### src/rtl/drive_pkg.sv
// ---------------------------------------------------------------------------
// drive_pkg
// Shared types and helpers for the drive arbiter and its output shaper.
//   drive_cmd_t   : 3-bit motor drive code (Stop .. Fast_right)
//   mode_t        : arbiter mode (DISARMED / AUTO / MANUAL)
//   shape_state_t : output shaper state (normal running / reversal gap)
//   IR_RELEASE    : NEC command byte that hands control back to AUTO
//   IR_MAX_DRIVE  : highest NEC command byte that is a drive request
//   is_left(), is_right(), sanitize()
// ---------------------------------------------------------------------------
package drive_pkg;

    typedef enum logic [2:0] {
        CMD_STOP       = 3'd0,
        CMD_FAST_LEFT  = 3'd1,
        CMD_LEFT       = 3'd2,
        CMD_STRAIGHT   = 3'd3,
        CMD_RIGHT      = 3'd4,
        CMD_FAST_RIGHT = 3'd5
    } drive_cmd_t;

    typedef enum logic [1:0] {
        MODE_DISARMED = 2'd0,
        MODE_AUTO     = 2'd1,
        MODE_MANUAL   = 2'd2
    } mode_t;

    typedef enum logic {
        SHAPE_RUN = 1'b0,
        SHAPE_GAP = 1'b1
    } shape_state_t;

    localparam logic [7:0] IR_RELEASE   = 8'hFF;
    localparam logic [7:0] IR_MAX_DRIVE = 8'h05;

    function automatic logic is_left(input drive_cmd_t cmd);
        return (cmd == CMD_FAST_LEFT) || (cmd == CMD_LEFT);
    endfunction

    function automatic logic is_right(input drive_cmd_t cmd);
        return (cmd == CMD_RIGHT) || (cmd == CMD_FAST_RIGHT);
    endfunction

    // Codes 6 and 7 are not valid drive codes; they must never reach the motors.
    function automatic drive_cmd_t sanitize(input logic [2:0] raw);
        return (raw > 3'd5) ? CMD_STOP : drive_cmd_t'(raw);
    endfunction

endpackage

### src/rtl/drive_arbiter_if.sv
// ---------------------------------------------------------------------------
// drive_arbiter_if
// Bundles the sensor requests going into the arbiter and the shaped drive
// command coming out of it.
//   vis_command/vis_valid : vision drive request and its qualifier
//   clap / whistle        : single-cycle disarm / arm pulses
//   ir_command/ir_valid   : NEC frame and its single-cycle strobe
//   drive_command/valid   : registered motor command and qualifier
//   mode                  : current arbiter mode
// Modports: master = request source side, slave = arbiter side.
// ---------------------------------------------------------------------------
interface drive_arbiter_if;

    logic [2:0]  vis_command;
    logic        vis_valid;
    logic        clap;
    logic        whistle;
    logic [31:0] ir_command;
    logic        ir_valid;
    logic [2:0]  drive_command;
    logic        valid;
    logic [1:0]  mode;

    modport master (
        output vis_command, vis_valid, clap, whistle, ir_command, ir_valid,
        input  drive_command, valid, mode
    );

    modport slave (
        input  vis_command, vis_valid, clap, whistle, ir_command, ir_valid,
        output drive_command, valid, mode
    );

endinterface

### src/rtl/drive_output_shaper.sv
// ---------------------------------------------------------------------------
// drive_output_shaper
// Turns the arbiter's per-cycle target into the registered drive command.
// Stop always goes through on the next cycle. A left<->right reversal is
// broken up by GAP_CYCLES cycles of Stop. Any other change between two
// non-Stop codes waits until the current code has been held MIN_HOLD cycles,
// unless bypass_hold is set (manual driving).
//   clk, reset    : clock, asynchronous active-high reset
//   target        : requested drive code (already sanitised)
//   bypass_hold   : skip the minimum hold time (not the reversal gap)
//   drive_command : registered drive code
// ---------------------------------------------------------------------------
module drive_output_shaper
    import drive_pkg::*;
#(
    parameter int unsigned MIN_HOLD   = 2_500_000,
    parameter int unsigned GAP_CYCLES = 5_000_000
) (
    input  logic       clk,
    input  logic       reset,
    input  drive_cmd_t target,
    input  logic       bypass_hold,
    output drive_cmd_t drive_command
);

    localparam int HOLD_W = $clog2(MIN_HOLD + 1);
    localparam int GAP_W  = $clog2(GAP_CYCLES + 1);
    localparam logic [HOLD_W-1:0] HOLD_MAX = HOLD_W'(MIN_HOLD);
    localparam logic [GAP_W-1:0]  GAP_MAX  = GAP_W'(GAP_CYCLES);

    shape_state_t      state_q, state_d;
    drive_cmd_t        drive_q, drive_d;
    logic [HOLD_W-1:0] hold_q, hold_d;
    logic [GAP_W-1:0]  gap_q, gap_d;
    logic              reversal;

    assign reversal = (is_left(drive_q) && is_right(target)) ||
                      (is_right(drive_q) && is_left(target));

    // State, output and both counters live in one register bank so a reset
    // in the middle of a gap or a hold drops everything back at once.
    always_ff @(posedge clk or posedge reset) begin
        if (reset) begin
            state_q <= SHAPE_RUN;
            drive_q <= CMD_STOP;
            hold_q  <= '0;
            gap_q   <= '0;
        end else begin
            state_q <= state_d;
            drive_q <= drive_d;
            hold_q  <= hold_d;
            gap_q   <= gap_d;
        end
    end

    // Next-state logic. Stop wins over everything, including a running gap.
    // The gap counter holds the number of Stop cycles already on the output,
    // so the gap ends on the edge where it has reached GAP_CYCLES; whatever
    // target is current then is applied directly, since the output is Stop.
    // Deferred changes keep re-reading the target, so the latest request
    // is the one released once the hold time is met.
    always_comb begin
        state_d = state_q;
        drive_d = drive_q;
        hold_d  = hold_q;
        gap_d   = gap_q;
        if (target == CMD_STOP) begin
            state_d = SHAPE_RUN;
            drive_d = CMD_STOP;
            hold_d  = '0;
            gap_d   = '0;
        end else if (state_q == SHAPE_GAP) begin
            if (gap_q >= GAP_MAX) begin
                state_d = SHAPE_RUN;
                drive_d = target;
                hold_d  = '0;
                gap_d   = '0;
            end else begin
                gap_d = gap_q + GAP_W'(1);
            end
        end else if (target == drive_q) begin
            if (hold_q < HOLD_MAX) begin
                hold_d = hold_q + HOLD_W'(1);
            end
        end else if (drive_q == CMD_STOP) begin
            drive_d = target;
            hold_d  = '0;
        end else if (reversal) begin
            state_d = SHAPE_GAP;
            drive_d = CMD_STOP;
            hold_d  = '0;
            gap_d   = GAP_W'(1);
        end else if (bypass_hold || (hold_q >= HOLD_MAX)) begin
            drive_d = target;
            hold_d  = '0;
        end else begin
            hold_d = hold_q + HOLD_W'(1);
        end
    end

    assign drive_command = drive_q;

endmodule

### src/rtl/drive_arbiter.sv
// ---------------------------------------------------------------------------
// drive_arbiter
// Chooses who drives the motors (nobody, vision, or the IR remote), decodes
// NEC frames, watches the vision stream for silence and feeds the chosen
// target through the output shaper.
//   clk   : system clock
//   reset : asynchronous active-high reset
//   bus   : drive_arbiter_if.slave (sensor requests in, drive_command,
//           valid and mode out)
// All parameters must be at least 1.
// ---------------------------------------------------------------------------
module drive_arbiter
    import drive_pkg::*;
#(
    parameter int unsigned MIN_HOLD    = 2_500_000,
    parameter int unsigned GAP_CYCLES  = 5_000_000,
    parameter int unsigned IR_HOLD     = 25_000_000,
    parameter int unsigned VIS_TIMEOUT = 10_000_000
) (
    input logic            clk,
    input logic            reset,
    drive_arbiter_if.slave bus
);

    localparam int IR_W = $clog2(IR_HOLD + 1);
    localparam int WD_W = $clog2(VIS_TIMEOUT + 1);
    localparam logic [WD_W-1:0] WD_MAX = WD_W'(VIS_TIMEOUT);

    mode_t           mode_q, mode_d;
    logic            ir_load;
    logic [IR_W-1:0] ir_timer;
    drive_cmd_t      ir_target;
    logic [WD_W-1:0] vis_wdog;
    drive_cmd_t      target, target_q;
    drive_cmd_t      shaped_command;
    logic            valid_q;

    logic [7:0] ir_byte;
    logic       ir_ok, ir_drive, ir_release;
    logic       unused_ir_hi;

    // A frame only counts when the command byte and its complement agree.
    assign ir_byte      = bus.ir_command[15:8];
    assign ir_ok        = bus.ir_valid && (bus.ir_command[7:0] == ~ir_byte);
    assign ir_drive     = ir_ok && (ir_byte <= IR_MAX_DRIVE);
    assign ir_release   = ir_ok && (ir_byte == IR_RELEASE);
    assign unused_ir_hi = ^bus.ir_command[31:16];

    // Mode register.
    always_ff @(posedge clk or posedge reset) begin
        if (reset) begin
            mode_q <= MODE_DISARMED;
        end else begin
            mode_q <= mode_d;
        end
    end

    // Mode transitions, highest priority first: clap, IR, whistle. The IR
    // timer is treated as reaching zero on the edge that would take it from
    // 1 to 0, so MANUAL lasts exactly IR_HOLD cycles after the last frame.
    always_comb begin
        mode_d  = mode_q;
        ir_load = 1'b0;
        if (bus.clap) begin
            mode_d = MODE_DISARMED;
        end else if (ir_drive) begin
            mode_d  = MODE_MANUAL;
            ir_load = 1'b1;
        end else if ((mode_q == MODE_MANUAL) && (ir_release || (ir_timer <= IR_W'(1)))) begin
            mode_d = MODE_AUTO;
        end else if ((mode_q == MODE_DISARMED) && bus.whistle) begin
            mode_d = MODE_AUTO;
        end
    end

    // IR target and manual-mode timer. Each accepted drive frame reloads the
    // timer; it only counts down while we are actually in MANUAL.
    always_ff @(posedge clk or posedge reset) begin
        if (reset) begin
            ir_timer  <= '0;
            ir_target <= CMD_STOP;
        end else if (ir_load) begin
            ir_timer  <= IR_W'(IR_HOLD);
            ir_target <= sanitize(ir_byte[2:0]);
        end else if ((mode_q == MODE_MANUAL) && (ir_timer != '0)) begin
            ir_timer <= ir_timer - IR_W'(1);
        end
    end

    // Vision watchdog: counts cycles since the last vis_valid and sticks at
    // VIS_TIMEOUT so it never wraps back into the "fresh" range.
    always_ff @(posedge clk or posedge reset) begin
        if (reset) begin
            vis_wdog <= '0;
        end else if (bus.vis_valid) begin
            vis_wdog <= '0;
        end else if (vis_wdog != WD_MAX) begin
            vis_wdog <= vis_wdog + WD_W'(1);
        end
    end

    // Target selection from the registered mode. In AUTO a missing vis_valid
    // keeps the previous target until the watchdog has expired.
    always_comb begin
        target = CMD_STOP;
        case (mode_q)
            MODE_MANUAL: target = ir_target;
            MODE_AUTO: begin
                if (bus.vis_valid) begin
                    target = sanitize(bus.vis_command);
                end else if (vis_wdog == WD_MAX) begin
                    target = CMD_STOP;
                end else begin
                    target = target_q;
                end
            end
            default: target = CMD_STOP;
        endcase
    end

    // Remember the last target and raise valid on the first edge out of reset.
    always_ff @(posedge clk or posedge reset) begin
        if (reset) begin
            target_q <= CMD_STOP;
            valid_q  <= 1'b0;
        end else begin
            target_q <= target;
            valid_q  <= 1'b1;
        end
    end

    drive_output_shaper #(
        .MIN_HOLD  (MIN_HOLD),
        .GAP_CYCLES(GAP_CYCLES)
    ) u_shaper (
        .clk          (clk),
        .reset        (reset),
        .target       (target),
        .bypass_hold  (mode_q == MODE_MANUAL),
        .drive_command(shaped_command)
    );

    assign bus.drive_command = shaped_command;
    assign bus.valid         = valid_q;
    assign bus.mode          = mode_q;

endmodule

### src/flat_wrapper.sv
// flat-port wrapper written by rule: the top's interface ports become plain ports
module drive_arbiter_flat import drive_pkg::*;
#(
    parameter int unsigned MIN_HOLD    = 2_500_000,
    parameter int unsigned GAP_CYCLES  = 5_000_000,
    parameter int unsigned IR_HOLD     = 25_000_000,
    parameter int unsigned VIS_TIMEOUT = 10_000_000
)
  (clk, reset, bus_vis_command, bus_vis_valid, bus_clap, bus_whistle, bus_ir_command, bus_ir_valid, bus_drive_command, bus_valid, bus_mode);
  drive_arbiter_if bus_i ();
  input logic clk;
  input logic reset;
  input wire logic [$bits(bus_i.vis_command)-1:0] bus_vis_command;
  input wire logic [$bits(bus_i.vis_valid)-1:0] bus_vis_valid;
  input wire logic [$bits(bus_i.clap)-1:0] bus_clap;
  input wire logic [$bits(bus_i.whistle)-1:0] bus_whistle;
  input wire logic [$bits(bus_i.ir_command)-1:0] bus_ir_command;
  input wire logic [$bits(bus_i.ir_valid)-1:0] bus_ir_valid;
  output wire logic [$bits(bus_i.drive_command)-1:0] bus_drive_command;
  output wire logic [$bits(bus_i.valid)-1:0] bus_valid;
  output wire logic [$bits(bus_i.mode)-1:0] bus_mode;
  assign bus_i.vis_command = bus_vis_command;
  assign bus_i.vis_valid = bus_vis_valid;
  assign bus_i.clap = bus_clap;
  assign bus_i.whistle = bus_whistle;
  assign bus_i.ir_command = bus_ir_command;
  assign bus_i.ir_valid = bus_ir_valid;
  assign bus_drive_command = bus_i.drive_command;
  assign bus_valid = bus_i.valid;
  assign bus_mode = bus_i.mode;
  drive_arbiter #(.MIN_HOLD(MIN_HOLD), .GAP_CYCLES(GAP_CYCLES), .IR_HOLD(IR_HOLD), .VIS_TIMEOUT(VIS_TIMEOUT)) u_core (.clk(clk), .reset(reset), .bus(bus_i));
endmodule
### config.mk
export PLATFORM = sky130hd
export DESIGN_NAME = drive_arbiter_flat
export DESIGN_NICKNAME = d
export VERILOG_FILES = /design/src/rtl/drive_pkg.sv /design/src/rtl/drive_arbiter_if.sv /design/src/rtl/drive_output_shaper.sv /design/src/rtl/drive_arbiter.sv /design/src/flat_wrapper.sv
export SDC_FILE = /design/constraint.sdc
export NUM_CORES = 1
export LEC_CHECK = 0
export ABC_AREA = 1
export CAP_MARGIN = 40
export CORE_UTILIZATION = 44
export DETAILED_ROUTE_END_ITERATION = 7
export DONT_BUFFER_PORTS = 1
export PLACE_DENSITY_LB_ADDON = 0.05
export SLEW_MARGIN = 10
export SYNTH_ARGS = -nofsm -noshare
export SYNTH_HDL_FRONTEND = slang
export SYNTH_HIERARCHICAL = 1
export SYNTH_SLANG_ARGS = --single-unit
### constraint.sdc
create_clock -name clk -period 6.3 [get_ports clk]
set_input_delay 1.89 -clock clk [delete_from_list [all_inputs] [get_ports clk]]
set_output_delay 1.89 -clock clk [all_outputs]
set_load 0.01 [all_outputs]
Yosys cells after proc, flatten, opt, wreduce, memory -nomap -nowiden --
Index checks and enable logic that the tools add are counted.
Cells by class: add/subtract/negate cells 4, multipliers 0, div/mod/pow operators 0, $lt $le $gt $ge 7, equal/unequal tests 19, shift operators 0, muxes and demuxes 42, bitwise logic cells 1, reductions and logical operators 27
Operators with widths (count):
- two-way mux 22 bit | 8
- two-way mux 23 bit | 6
- two-way mux 25 bit | 2
- two-way mux 24 bit | 2
- two-way mux 3 bit | 11
- <= comparator 25 x 1 -> 1 bit (second input constant) | 1
- nonzero test 25 bit | 1
- subtractor 25 x 1 -> 25 bit (second input constant) | 1
- adder 24 x 1 -> 24 bit (second input constant) | 1
- equality test 24 bit (second input constant) | 1
- inequality test 24 bit (second input constant) | 1
- adder 23 x 1 -> 23 bit (second input constant) | 1
- greater-or-equal comparator 23 bit (second input constant) | 1
- adder 22 x 1 -> 22 bit (second input constant) | 1
- greater-or-equal comparator 22 bit (second input constant) | 1
- < comparator 22 bit (second input constant) | 1
- equality test 3 bit (second input constant) | 4
- equality test 8 bit | 1
- equality test 8 bit (second input constant) | 1
- <= comparator 8 x 3 -> 1 bit (second input constant) | 1
- logical AND 1 bit | 8
- two-way mux 1 bit | 8
- two-way mux 2 bit | 4
- inverter 8 bit | 1
- other kinds (19) | 32
Word-level totals: register bits after elaboration 107, bits in latches 0, memory bits (writable) 0, ROM bits 0, bits of input ports 41, output and inout bits 6, logic and storage cells 110, memories kept 0

Logic depth before layout (Yosys ltp) --
depth in word-level cells 13, mapped depth 22, depth with buffers taken out 22

Modules after synthesis --
Netlist, hierarchy kept.
By module, submodules not included:
- drive_arbiter | times used 1, cells an instance 562, area each 3846.2 um^2, sequential area each 1451.4 um^2
- drive_output_shaper | times used 1, cells an instance 524, area each 3644.7 um^2, sequential area each 1226.2 um^2

Worst setup path before layout --
OpenSTA, ideal clock, no wires.
kind input-to-reg, start input port bus_vis_valid, end register u_core.u_shaper.hold_q[21], setup time 0.065 ns, data arrival time 3.745 ns, data required time 6.235 ns, setup slack 2.490 ns, cell stages on the path 17, buffers on the path 2, cell sequence clkbuf_1 > inv_1 > nand2_1 > a21oi_1 > nand2_1 > a21oi_1 > nor2_2 > nand2_4 > nand2_4 > clkinv_2 > nand2_1 > nor2_2 > nand2_2 > o21bai_4 > buf_6 > nand3b_2 > nand2_1
Between the ends: word-level cells in the longest chain between the ends 11, elaborated cells on any way between the ends 21, classes of those cells eq/ne (7); mux (7); reduce/logical (7)
RTL lines:
- start, declared | line flat_wrapper.sv:14 | input wire logic [$bits(bus_i.vis_valid)-1:0] bus_vis_valid;
- two-way mux 3 bit * | line drive_arbiter.sv:109 | if (bus.vis_valid) begin
- one-hot mux 3 bit (2 select lines) * | line drive_arbiter.sv:106 | case (mode_q)
- net u_core.target[1] | line drive_arbiter.sv:34 | drive_cmd_t target, target_q;
- equality test 3 bit (tied with other cells) | line drive_pkg.sv:41 | return (cmd == CMD_RIGHT) || (cmd == CMD_FAST_RIGHT);
- logical OR 1 bit (on tied branches) | line drive_pkg.sv:41, drive_pkg.sv:37
- logical AND 1 bit (on tied branches) | line drive_output_shaper.sv:37, drive_output_shaper.sv:38
- logical OR 1 bit | line drive_output_shaper.sv:37 | assign reversal = (is_left(drive_q) && is_right(target)) ||
- two-way mux 22 bit | line drive_output_shaper.sv:88 | end else if (reversal) begin
- two-way mux 22 bit | line drive_output_shaper.sv:85 | end else if (drive_q == CMD_STOP) begin
- two-way mux 22 bit | line drive_output_shaper.sv:81 | end else if (target == drive_q) begin
- two-way mux 22 bit | line drive_output_shaper.sv:72 | end else if (state_q == SHAPE_GAP) begin
- two-way mux 22 bit | line drive_output_shaper.sv:67 | if (target == CMD_STOP) begin
- end signal, assigned | line drive_output_shaper.sv:51 | hold_q <= hold_d;
- end, declared | line drive_output_shaper.sv:33 | logic [HOLD_W-1:0] hold_q, hold_d;
Mark *: on every way through the listed nets, which the timed path passes. The rest lies on a longest branch. A chain may end at the register's enable or synchronous reset.

Final worst setup path --
start input port bus_vis_valid, end register u_core.u_shaper.hold_q[15]
Same word-level chain as after synthesis.

==> impl_results.md <==
* Layout cells sized above 1 at 8.21%
* Hold crit path type: flip-flop to flip-flop
* Tmin final at 4.22 ns
* H-Tree Depth at 3
* Synth-to-layout area growth at 5.86%
* PD cells at 170 mW/mm2
* Fmax achieved at 237 MHz
* Worst path buffer plus inverter count at 3
* Warning count from the yosys run at 6
* Max Cap Violations at 0
* Ys flop type: dfrtp_1
* Status: complete, no violations
* Initial DRC Count at 351
* Die height at 132 um
* Fin. Hold Viols at 0
* Unrepaired setup endpoints after global routing: no
* Clock-pin slew on the worst setup and hold paths at 0.08 ns
* Residual DRC at 0
* Clk Latency, worst-skew pair at 0.36 ns
* Grt total ovfl at 0
* Resized Gates After CTS at 0
* Clock Skew at 0.00852 ns
* Vias at 6478
* Min Hold Slack at 0.512 ns
* Setup CP Type: input pin to flip-flop
* Worst vdd ir at 0.121 mV
* Least-Margin Pin Slew at 0.756 ns
* Crit path max fanout at 24
* Synthesized Nets at 1139
* #FFs+latches synth at 107
* Die footprint at 0.0176 mm2
* Post-CTS Setup Repair Bufs at 0
* Nets@finish at 1132
* Vias in the first global route at 6251
* Initial Util at 45.2%
* CP cell instances: inv_1 -> nand2_1 -> a21oi_1 -> nand2_1 -> a21oi_1 -> nor2_2 -> nand2_4 -> nand2_4 -> clkinv_2 -> nand2_1 -> nor2_2 -> nand2_2 -> o21bai_4 -> nand2_1 -> nand2_1 -> nand2_1 -> inv_1
* Sequential area share after synthesis at 35.7%
* Antenna viol nets, final at 0
* I/O pins at 47
* First-pass GRT wire length at 29.6 mm
* # diodes at 0
* Initial antenna violation count at 0
* CTS buffer count at 9
* Static leakage at 3.68 nW
* Netlist cell types at 48
* Most frequent CP cell: nand2_1
* Post-Synthesis Cells at 1086
* Syn Area/Cell at 6.90 um2
* CTS sink cnt at 107
* Placeable Area at 0.0166 mm2
* Clk buf depth at 2
* Total Wirelength at 17.1 mm
* Critical Path Slowest Stage Cell: o21bai_4
* Drt first pass iters at 5
* # rows at 47
* Largest net degree at the start of global routing at 59
* Final setup fails at 0
* FF/Latch Area at 0.00268 mm2
* Detail Placement HPWL at 12.4 mm
* Final period util at 67.0%
* Slew margin rel. at 49.6%
* Mapped cell area at 0.00749 mm2
* CTS tree: built
* WL/cell at 13.1 um
* Vias per cell at 4.97
* Commonest non-fill, non-tap cell in the layout: nand2_1
* CP Capture Type: flip-flop
* Post-CTS Hold Buffers at 0
* CP Data Arrival Time at 4.52 ns
* Multi-input combinational cell area at 0.00409 mm2
* Post-synth EDFFs at 0
* Worst Path Required at 6.60 ns
* Routability cong. at 0.857
* Filler cell count at 1743
* Commonest non-fill, non-tap cells in the layout: 298 x nand2_1, 154 x nor2_1, 140 x inv_1
* Root buffer cell: clkbuf_16
* Final setup TNS at 0 ns
* Async set-reset flop share out of synthesis at 100%
* CP top delay family: compound AO/OA/AOI/OAI gates
* DIE WIDTH at 132 um
* Port Buffer Count at 0
* Total track usage at 20.7%
* Crit start category: input pin
* Max incr delay on CP at 0.56 ns
* Max-slew violations at 0
-- cell type report --
class | instances | share of cell area (%)
Timing Repair Buffer | 2 | 0.189
Clock inverter | 6 | 0.899
Clock buffer | 10 | 2.89
Multi-Input combinational cell | 807 | 51.5
Tap cell | 220 | 3.47
Inverter | 152 | 7.24
Sequential cell | 107 | 33.8
-- sequential cells by signal, summed over array words and instances, names as in the netlist --
signal,cells
u_core/target_q,3
u_core/u_shaper/hold_q,22
u_core/vis_wdog,24
u_core/bus.valid,1
u_core/ir_target,3
u_core/u_shaper/drive_command,3
u_core/bus.mode,2
u_core/ir_timer,25
u_core/u_shaper/state_q,1
u_core/u_shaper/gap_q,23
-- final timing paths --
kind | end | slack (ns) | depth (start not counted) | startpoint
max reg2reg | u_core/u_shaper/hold_q[15] | 3.21 | 21 | u_core/vis_wdog[0]
min | u_core/vis_wdog[19] | 0.51 | 1 | u_core/vis_wdog[19]
min reg2reg | u_core/vis_wdog[19] | 0.51 | 1 | u_core/vis_wdog[19]
min in group asynchronous | u_core/u_shaper/gap_q[2] | 1.58 | 2 | reset
max in group asynchronous | u_core/ir_timer[17] | 4.16 | 2 | reset
max | u_core/u_shaper/hold_q[15] | 2.08 | 17 | bus_vis_valid
-- logic make-up (layout without fill, tap and decap cells) --
| group | after synthesis | after routing | share of synthesized area, % |
|---|---|---|---|
| xor+xnor | 36 | 36 | 4.21 |
| simple gates | 680 | 680 | 42.5 |
| fa+ha+maj | 12 | 12 | 2.00 |
| other cells | 1 | 1 | 0.0501 |
| buf+inv | 172 | 170 | 9.69 |
| flops | 107 | 107 | 35.7 |
| compound gates | 78 | 78 | 5.80 |
-- synthesized netlist by cell type, types with 3 or more instances --
library cell / n / area share [%]
dfrtp_1: 107 / 36
a21oi_1: 29 / 1.9
and3_1: 3 / 0.25
nor2_1: 154 / 7.7
nand2_2: 6 / 0.50
nand4_1: 35 / 2.9
ha_1: 12 / 2.0
nor2_2: 20 / 1.7
buf_4: 5 / 0.50
inv_1: 142 / 7.1
nand2_1: 298 / 15
nand3_1: 78 / 5.2
xnor2_1: 6 / 0.70
o21ai_1: 5 / 0.33
inv_2: 8 / 0.40
xor2_1: 30 / 3.5
nand3b_1: 23 / 2.3
o21ai_0: 32 / 2.1
clkbuf_1: 3 / 0.15
nor3_2: 5 / 0.67
nand3_2: 13 / 1.7
buf_2: 4 / 0.27
nor3_1: 27 / 1.8
nand2_4: 6 / 0.90
buf_6: 7 / 1.1
-- routing by layer --
metal	global-route usage [%]	share of wire, %	up-vias
met5	0	0	-
met4	4.21	0.75	0
met3	4.56	3.3	7
met2	33.7	45	82
met1	28.3	51	2952
li1	-	-	3437
-- metrics by stage --
stage               utilization, %  worst slack, ns  instances  power (mW)  cell area, um2
CTS                           47.8             2.02       1304        1.38            7930
detailed placement            46.0             1.65       1288       0.768            7630
global placement              46.0             1.65       1288       0.767            7630
floorplan                        -             2.49       1086       0.754            7490
finish                        47.8             2.08       1304        1.35            7930
global route                  47.8             1.67       1304        1.41            7930
-- power by group --
part | switching, mW | internal [mW] | total [mW]
combinational | 0.0419 | 0.0156 | 0.0576
sequential | 0.00471 | 0.690 | 0.694
clock | 0.283 | 0.314 | 0.598
Power figures use the tool's default switching activity.
